<file path="src/rtl/pc_fetch_pkg.sv">
// Shared types and constants for the PC / fetch-sequencing stage.
// Optional statistics outputs are enabled with the PC_BRANCH_STATS_EN macro.
package pc_fetch_pkg;

  typedef enum logic [1:0] {
    IDLE = 2'd0,
    REQ  = 2'd1,
    EXEC = 2'd2
  } fetch_state_e;

  typedef enum logic [1:0] {
    SEQ    = 2'd0,
    BRANCH = 2'd1,
    JUMP   = 2'd2,
    JREG   = 2'd3
  } pc_src_e;

  localparam logic [31:0] RESET_PC_DEFAULT = 32'h0000_0000;

  // Counter increment that sticks at all-ones instead of wrapping.
  function automatic logic [31:0] sat_inc(input logic [31:0] value);
    return (value == '1) ? value : value + 32'd1;
  endfunction

endpackage

</file>
<file path="src/rtl/pc_fetch_unit_pc_next_sel.sv">
// Next-PC arithmetic and priority select (jump_reg > jump > branch > sequential).
// Purely combinational; also flags a JR target with nonzero low bits.
module pc_next_sel
  import pc_fetch_pkg::*;
(
  input  logic [31:0] i_pc,
  input  logic        i_branch_taken,
  input  logic        i_jump,
  input  logic        i_jump_reg,
  input  logic [15:0] i_branch_imm,
  input  logic [25:0] i_jump_index,
  input  logic [31:0] i_reg_target,
  output logic [31:0] o_pc_plus4,
  output logic [31:0] o_next_pc,
  output logic        o_misaligned
);

  logic [31:0] w_branch_target;
  logic [31:0] w_jump_target;
  logic [31:0] w_jreg_target;
  pc_src_e     w_src;

  assign o_pc_plus4      = i_pc + 32'd4;
  assign w_branch_target = o_pc_plus4 + {{14{i_branch_imm[15]}}, i_branch_imm, 2'b00};
  assign w_jump_target   = {o_pc_plus4[31:28], i_jump_index, 2'b00};
  assign w_jreg_target   = {i_reg_target[31:2], 2'b00};
  assign o_misaligned    = i_jump_reg & (|i_reg_target[1:0]);

  // NOTE: every combinational output gets a default first so no path can infer a latch.
  always_comb begin
    w_src = SEQ;
    if (i_jump_reg)          w_src = JREG;
    else if (i_jump)         w_src = JUMP;
    else if (i_branch_taken) w_src = BRANCH;
  end

  always_comb begin
    o_next_pc = o_pc_plus4;
    case (w_src)
      BRANCH:  o_next_pc = w_branch_target;
      JUMP:    o_next_pc = w_jump_target;
      JREG:    o_next_pc = w_jreg_target;
      default: o_next_pc = o_pc_plus4;
    endcase
  end

endmodule

</file>
<file path="src/rtl/pc_fetch_unit.sv">
// Program counter and fetch sequencer: IDLE -> REQ (wait imem_ack) -> EXEC (hold on stall).
// Define PC_BRANCH_STATS_EN to add saturating instr_count / taken_count outputs.
module pc_fetch_unit
  import pc_fetch_pkg::*;
#(
  parameter logic [31:0] RESET_PC = RESET_PC_DEFAULT
) (
  input  logic        clk,
  input  logic        rst_n,
  input  logic        branch_taken,
  input  logic        jump,
  input  logic        jump_reg,
  input  logic [15:0] branch_imm,
  input  logic [25:0] jump_index,
  input  logic [31:0] reg_target,
  input  logic        stall,
  input  logic        imem_ack,
  output logic        imem_req,
  output logic [31:0] imem_addr,
  output logic [31:0] pc,
  output logic [31:0] pc_plus4,
  output logic        instr_valid,
  output logic        misaligned
`ifdef PC_BRANCH_STATS_EN
  ,
  output logic [31:0] instr_count,
  output logic [31:0] taken_count
`endif
);

  fetch_state_e r_state;
  fetch_state_e w_next_state;
  logic [31:0]  r_pc;
  logic         r_misaligned;
  logic [31:0]  w_next_pc;
  logic         w_jr_misaligned;
  logic         w_exec_exit;

  pc_next_sel u_pc_next_sel (
    .i_pc           (r_pc),
    .i_branch_taken (branch_taken),
    .i_jump         (jump),
    .i_jump_reg     (jump_reg),
    .i_branch_imm   (branch_imm),
    .i_jump_index   (jump_index),
    .i_reg_target   (reg_target),
    .o_pc_plus4     (pc_plus4),
    .o_next_pc      (w_next_pc),
    .o_misaligned   (w_jr_misaligned)
  );

  // Controls are only honoured on the cycle that actually leaves EXEC.
  assign w_exec_exit = (r_state == EXEC) && !stall;

  always_comb begin
    w_next_state = r_state;
    imem_req     = 1'b0;
    instr_valid  = 1'b0;
    case (r_state)
      IDLE: w_next_state = REQ;
      REQ: begin
        imem_req = 1'b1;
        if (imem_ack) w_next_state = EXEC;
      end
      EXEC: begin
        instr_valid = 1'b1;
        if (!stall) w_next_state = REQ;
      end
      default: w_next_state = IDLE;
    endcase
  end

  // NOTE: sequential state uses non-blocking assignments so all registers update together.
  always_ff @(posedge clk or negedge rst_n) begin
    if (!rst_n) begin
      r_state      <= IDLE;
      r_pc         <= RESET_PC;
      r_misaligned <= 1'b0;
    end else begin
      r_state <= w_next_state;
      if (w_exec_exit) begin
        r_pc <= w_next_pc;
        if (w_jr_misaligned) r_misaligned <= 1'b1;
      end
    end
  end

  assign pc         = r_pc;
  assign imem_addr  = r_pc;
  assign misaligned = r_misaligned;

`ifdef PC_BRANCH_STATS_EN
  logic [31:0] r_instr_count;
  logic [31:0] r_taken_count;

  always_ff @(posedge clk or negedge rst_n) begin
    if (!rst_n) begin
      r_instr_count <= '0;
      r_taken_count <= '0;
    end else if (w_exec_exit) begin
      r_instr_count <= sat_inc(r_instr_count);
      if (w_next_pc != pc_plus4) r_taken_count <= sat_inc(r_taken_count);
    end
  end

  assign instr_count = r_instr_count;
  assign taken_count = r_taken_count;
`endif

endmodule

</file>
<file path="config.mk">
export PLATFORM = sky130hd
export DESIGN_NAME = pc_fetch_unit
export DESIGN_NICKNAME = d
export VERILOG_FILES = /design/src/rtl/pc_fetch_pkg.sv /design/src/rtl/pc_fetch_unit_pc_next_sel.sv /design/src/rtl/pc_fetch_unit.sv
export SDC_FILE = /design/constraint.sdc
export NUM_CORES = 1
export LEC_CHECK = 0
export ABC_AREA = 1
export CAP_MARGIN = 15
export CORE_MARGIN = 2
export CORE_UTILIZATION = 48
export CTS_CLUSTER_DIAMETER = 150
export DETAILED_ROUTE_END_ITERATION = 7
export PLACE_DENSITY = 0.95
export SLEW_MARGIN = 20
export SYNTH_ARGS = -nofsm -noshare
export SYNTH_HDL_FRONTEND = slang
export SYNTH_SLANG_ARGS = --single-unit
</file>
<file path="constraint.sdc">
create_clock -name clk -period 3.7 [get_ports clk]
set_input_delay 0.74 -clock clk [delete_from_list [all_inputs] [get_ports clk]]
set_output_delay 0.74 -clock clk [all_outputs]
set_load 0.02 [all_outputs]
</file>
==> results_dict.tcl <==
set metrics [dict create \
    min_path_type "reg2reg" \
    tns_ns 0 \
    power_switching_uw 3030 \
    io_pins 180 \
    synth_top_flop_cell "dfrtp_1" \
    setup_viol 0 \
    core_area_sq_mm 0.0108 \
    critPathLaunchType "flop" \
    final_layout_size_suffix_gt1_share_pct 5.14 \
    relSlewSlack_pct 51.2 \
    rows 38 \
    diodes 0 \
    hold_end "misaligned" \
    grt.overflow.total 0 \
    layout_commonest_cell "nand2_1" \
    drt-wirelength-per-cell_um 16.7 \
    ctsResizeCount 0 \
    cp_max_fo 6 \
    avgSynthCellArea_sq_um 5.75 \
    wirelength_mm 20.2 \
    dpl.hpwl_mm 16.8 \
    clockRootBuffer "clkbuf_8" \
    min_path_cells 1 \
    synth_edf_count 0 \
    clock_power_share_pct 4.9 \
    drt-initial-drc-count 509 \
    cts_made_buffers 5 \
    clock_latency_ns 0.29 \
    comb_power_share_pct 79.8 \
    n_fill_cell 1026 \
    postCtsSetupBuffers 0 \
    syn_to_final_growth_pct 32.4 \
    die_height_um 109 \
    grt_pass1_vias 6283 \
    num_vias 6747 \
    cts_tree "built" \
    power_leakage_uw 0.00362 \
    path_clk_slew_ns 0.07 \
    synth_cell_type_count 41 \
    worstHoldStart "misaligned" \
    r2r-start "imem_addr[4]" \
    seqPwrFrac_pct 15.2 \
    cts_hold_buf 0 \
    cts-htree-levels 2 \
    switching_share_pct 56.6 \
    ant_nets 0 \
    yosys_warnings 0 \
    portBuffers 173 \
    start_util_pct 49.2 \
    yosysSeqAreaShare_pct 15.5 \
    final_nets 1188 \
    final.setup_skew_ns 0.0114 \
    crit_path_end_kind "flop" \
    grt_pass1_wl_mm 31.0 \
    final_cells 1211 \
    drv_slew 0 \
    syn_area_sq_mm 0.00533 \
    place_ws_ns 0.287 \
    reg2regPathDepth 19 \
    dieArea_sq_mm 0.0120 \
    ys_ff_latch 33 \
    powerDensity_mw_per_mm2 758 \
    worstPathArrival_ns 3.66 \
    mostFrequentLayoutCells "nand2_1 (324), clkdlybuf4s50_1 (173), inv_1 (140)" \
    dr.pass1.iters 6 \
    cts_buffer_depth 2 \
    dp.cells 1205 \
    worstMarginPinSlew_ns 0.731 \
    worst_ep_required_time_ns 3.92 \
    netlist_instances 928 \
    fin_crit_ns 3.44 \
    max_cap_viol_count 0 \
    status "complete, no violations" \
    power.internal_uw 2320 \
    period_share_pct 93.0 \
    rsz0062_at_grt "no" \
    report.final.hold_viol_count 0 \
    ys_async_sr_fraction_pct 100 \
    grt_max_degree 39 \
    setup_slack_ns 0.260 \
    ir_drop_v 0.000535 \
    r2r-end "imem_addr[20]" \
    post-route-drc-count 0 \
    r2r_setup_slack_ns 0.26 \
    fp.dieW_um 109 \
    gp_congestion 0.982 \
    grt_util_all_layers_pct 33.9 \
    critPathKind "reg2reg" \
    avgViaCountPerCell 5.57 \
    max_freq_ghz 0.291 \
    antenna_found_initial 0 \
    clock-sinks 33 \
]
-- cell usage after synthesis (4+ instances only) --
master | n | area share [%]
nor2_1 | 62 | 4.4
nor3_1 | 13 | 1.2
inv_1 | 140 | 9.9
nor2_4 | 5 | 1.1
nand2_1 | 324 | 23
dfrtp_1 | 33 | 15
buf_4 | 37 | 5.2
a221oi_1 | 12 | 2.0
nand3_1 | 69 | 6.5
buf_2 | 9 | 0.84
xor2_1 | 16 | 2.6
nand2_2 | 10 | 1.2
a21oi_1 | 58 | 5.4
nand4_1 | 18 | 2.1
nor2_2 | 5 | 0.59
clkbuf_1 | 6 | 0.42
xnor2_1 | 5 | 0.82
o21ai_0 | 26 | 2.4
o21ai_1 | 7 | 0.66
o21bai_1 | 6 | 0.84
nor3_2 | 4 | 0.75
ha_1 | 34 | 8.0
-- worst max-delay path: stages, from the launching register on --
cell and delay (ns):
dfrtp_1 0.50, nand2_2 0.12, nor2_4 0.18, nand2_4 0.11
inv_1 0.07, nand2_1 0.11, nor3_2 0.17, xor2_1 0.22
inv_1 0.14, ha_1 0.39, nand2_1 0.16, o21ai_0 0.32
inv_1 0.08, nand2_1 0.11, inv_1 0.05, nand2_1 0.07
nor2_1 0.04, o21ai_0 0.34, nand2_1 0.11, nand2_1 0.07
-- metal layers --
metal / track usage [%] / vias up / routed length [um]
li1: - / 3199 / -
met1: 40.7 / 3034 / 7730
met2: 54.9 / 419 / 8930
met3: 6.82 / 95 / 2110
met4: 22.1 / 0 / 1460
met5: 0 / - / 0
-- worst max path at each step --
stage,start,endpoint,cells after the start
after CTS,imem_addr[2],pc_plus4[18],8
after global placement,branch_imm[15],imem_addr[20],12
after global routing,imem_addr[26],imem_addr[29],19
after detailed placement,branch_imm[15],imem_addr[20],12
final,imem_addr[4],imem_addr[20],19
after floorplan,imem_addr[2],imem_addr[15],17
-- cell families after synthesis --
| kind of cell | Yosys count | synth area share [%] |
|---|---|---|
| AOI/OAI and AO/OA | 119 | 12.8 |
| adders and majority gates | 35 | 8.35 |
| xor gates and xnor gates | 21 | 3.45 |
| buffers and inverters | 197 | 17.1 |
| other | 1 | 0.0703 |
| and+or+nand+nor | 522 | 42.8 |
| DFF | 33 | 15.5 |
-- flip-flops by register name (all words and copies together), names as in the netlist --
signal / cells
imem_addr: 30
r_state: 2
misaligned: 1
-- final cells by class --
cell class | instances | area (sq um) | area share [%]
clock buffer | 5 | 68.8 | 0.975
inverter | 143 | 537 | 7.60
clock inverter | 1 | 5.00 | 0.0709
sequential | 33 | 826 | 11.7
timing repair buffer | 186 | 1830 | 25.9
multi-input combinational | 703 | 3620 | 51.3
tap | 140 | 175 | 2.48
-- power groups by stage --
stage	combinational, uW	sequential, uW	clock (uW)
finish	4270	816	264
global route	4640	846	276
CTS	4230	810	262
detailed placement	4200	815	0
global placement	4180	809	0
floorplan	2550	932	0
-- metrics by stage --
step	hold WS, ns	util (%)	instance area (sq um)	total power [uW]
after floorplan	0.444	-	5350	3480
after global placement	0.466	64.4	6990	4990
after detailed placement	0.465	64.4	6990	5020
after CTS	0.485	65.1	7060	5300
after global routing	0.521	65.1	7060	5760
final	0.485	65.1	7060	5350
Power figures use the tool's default switching activity.
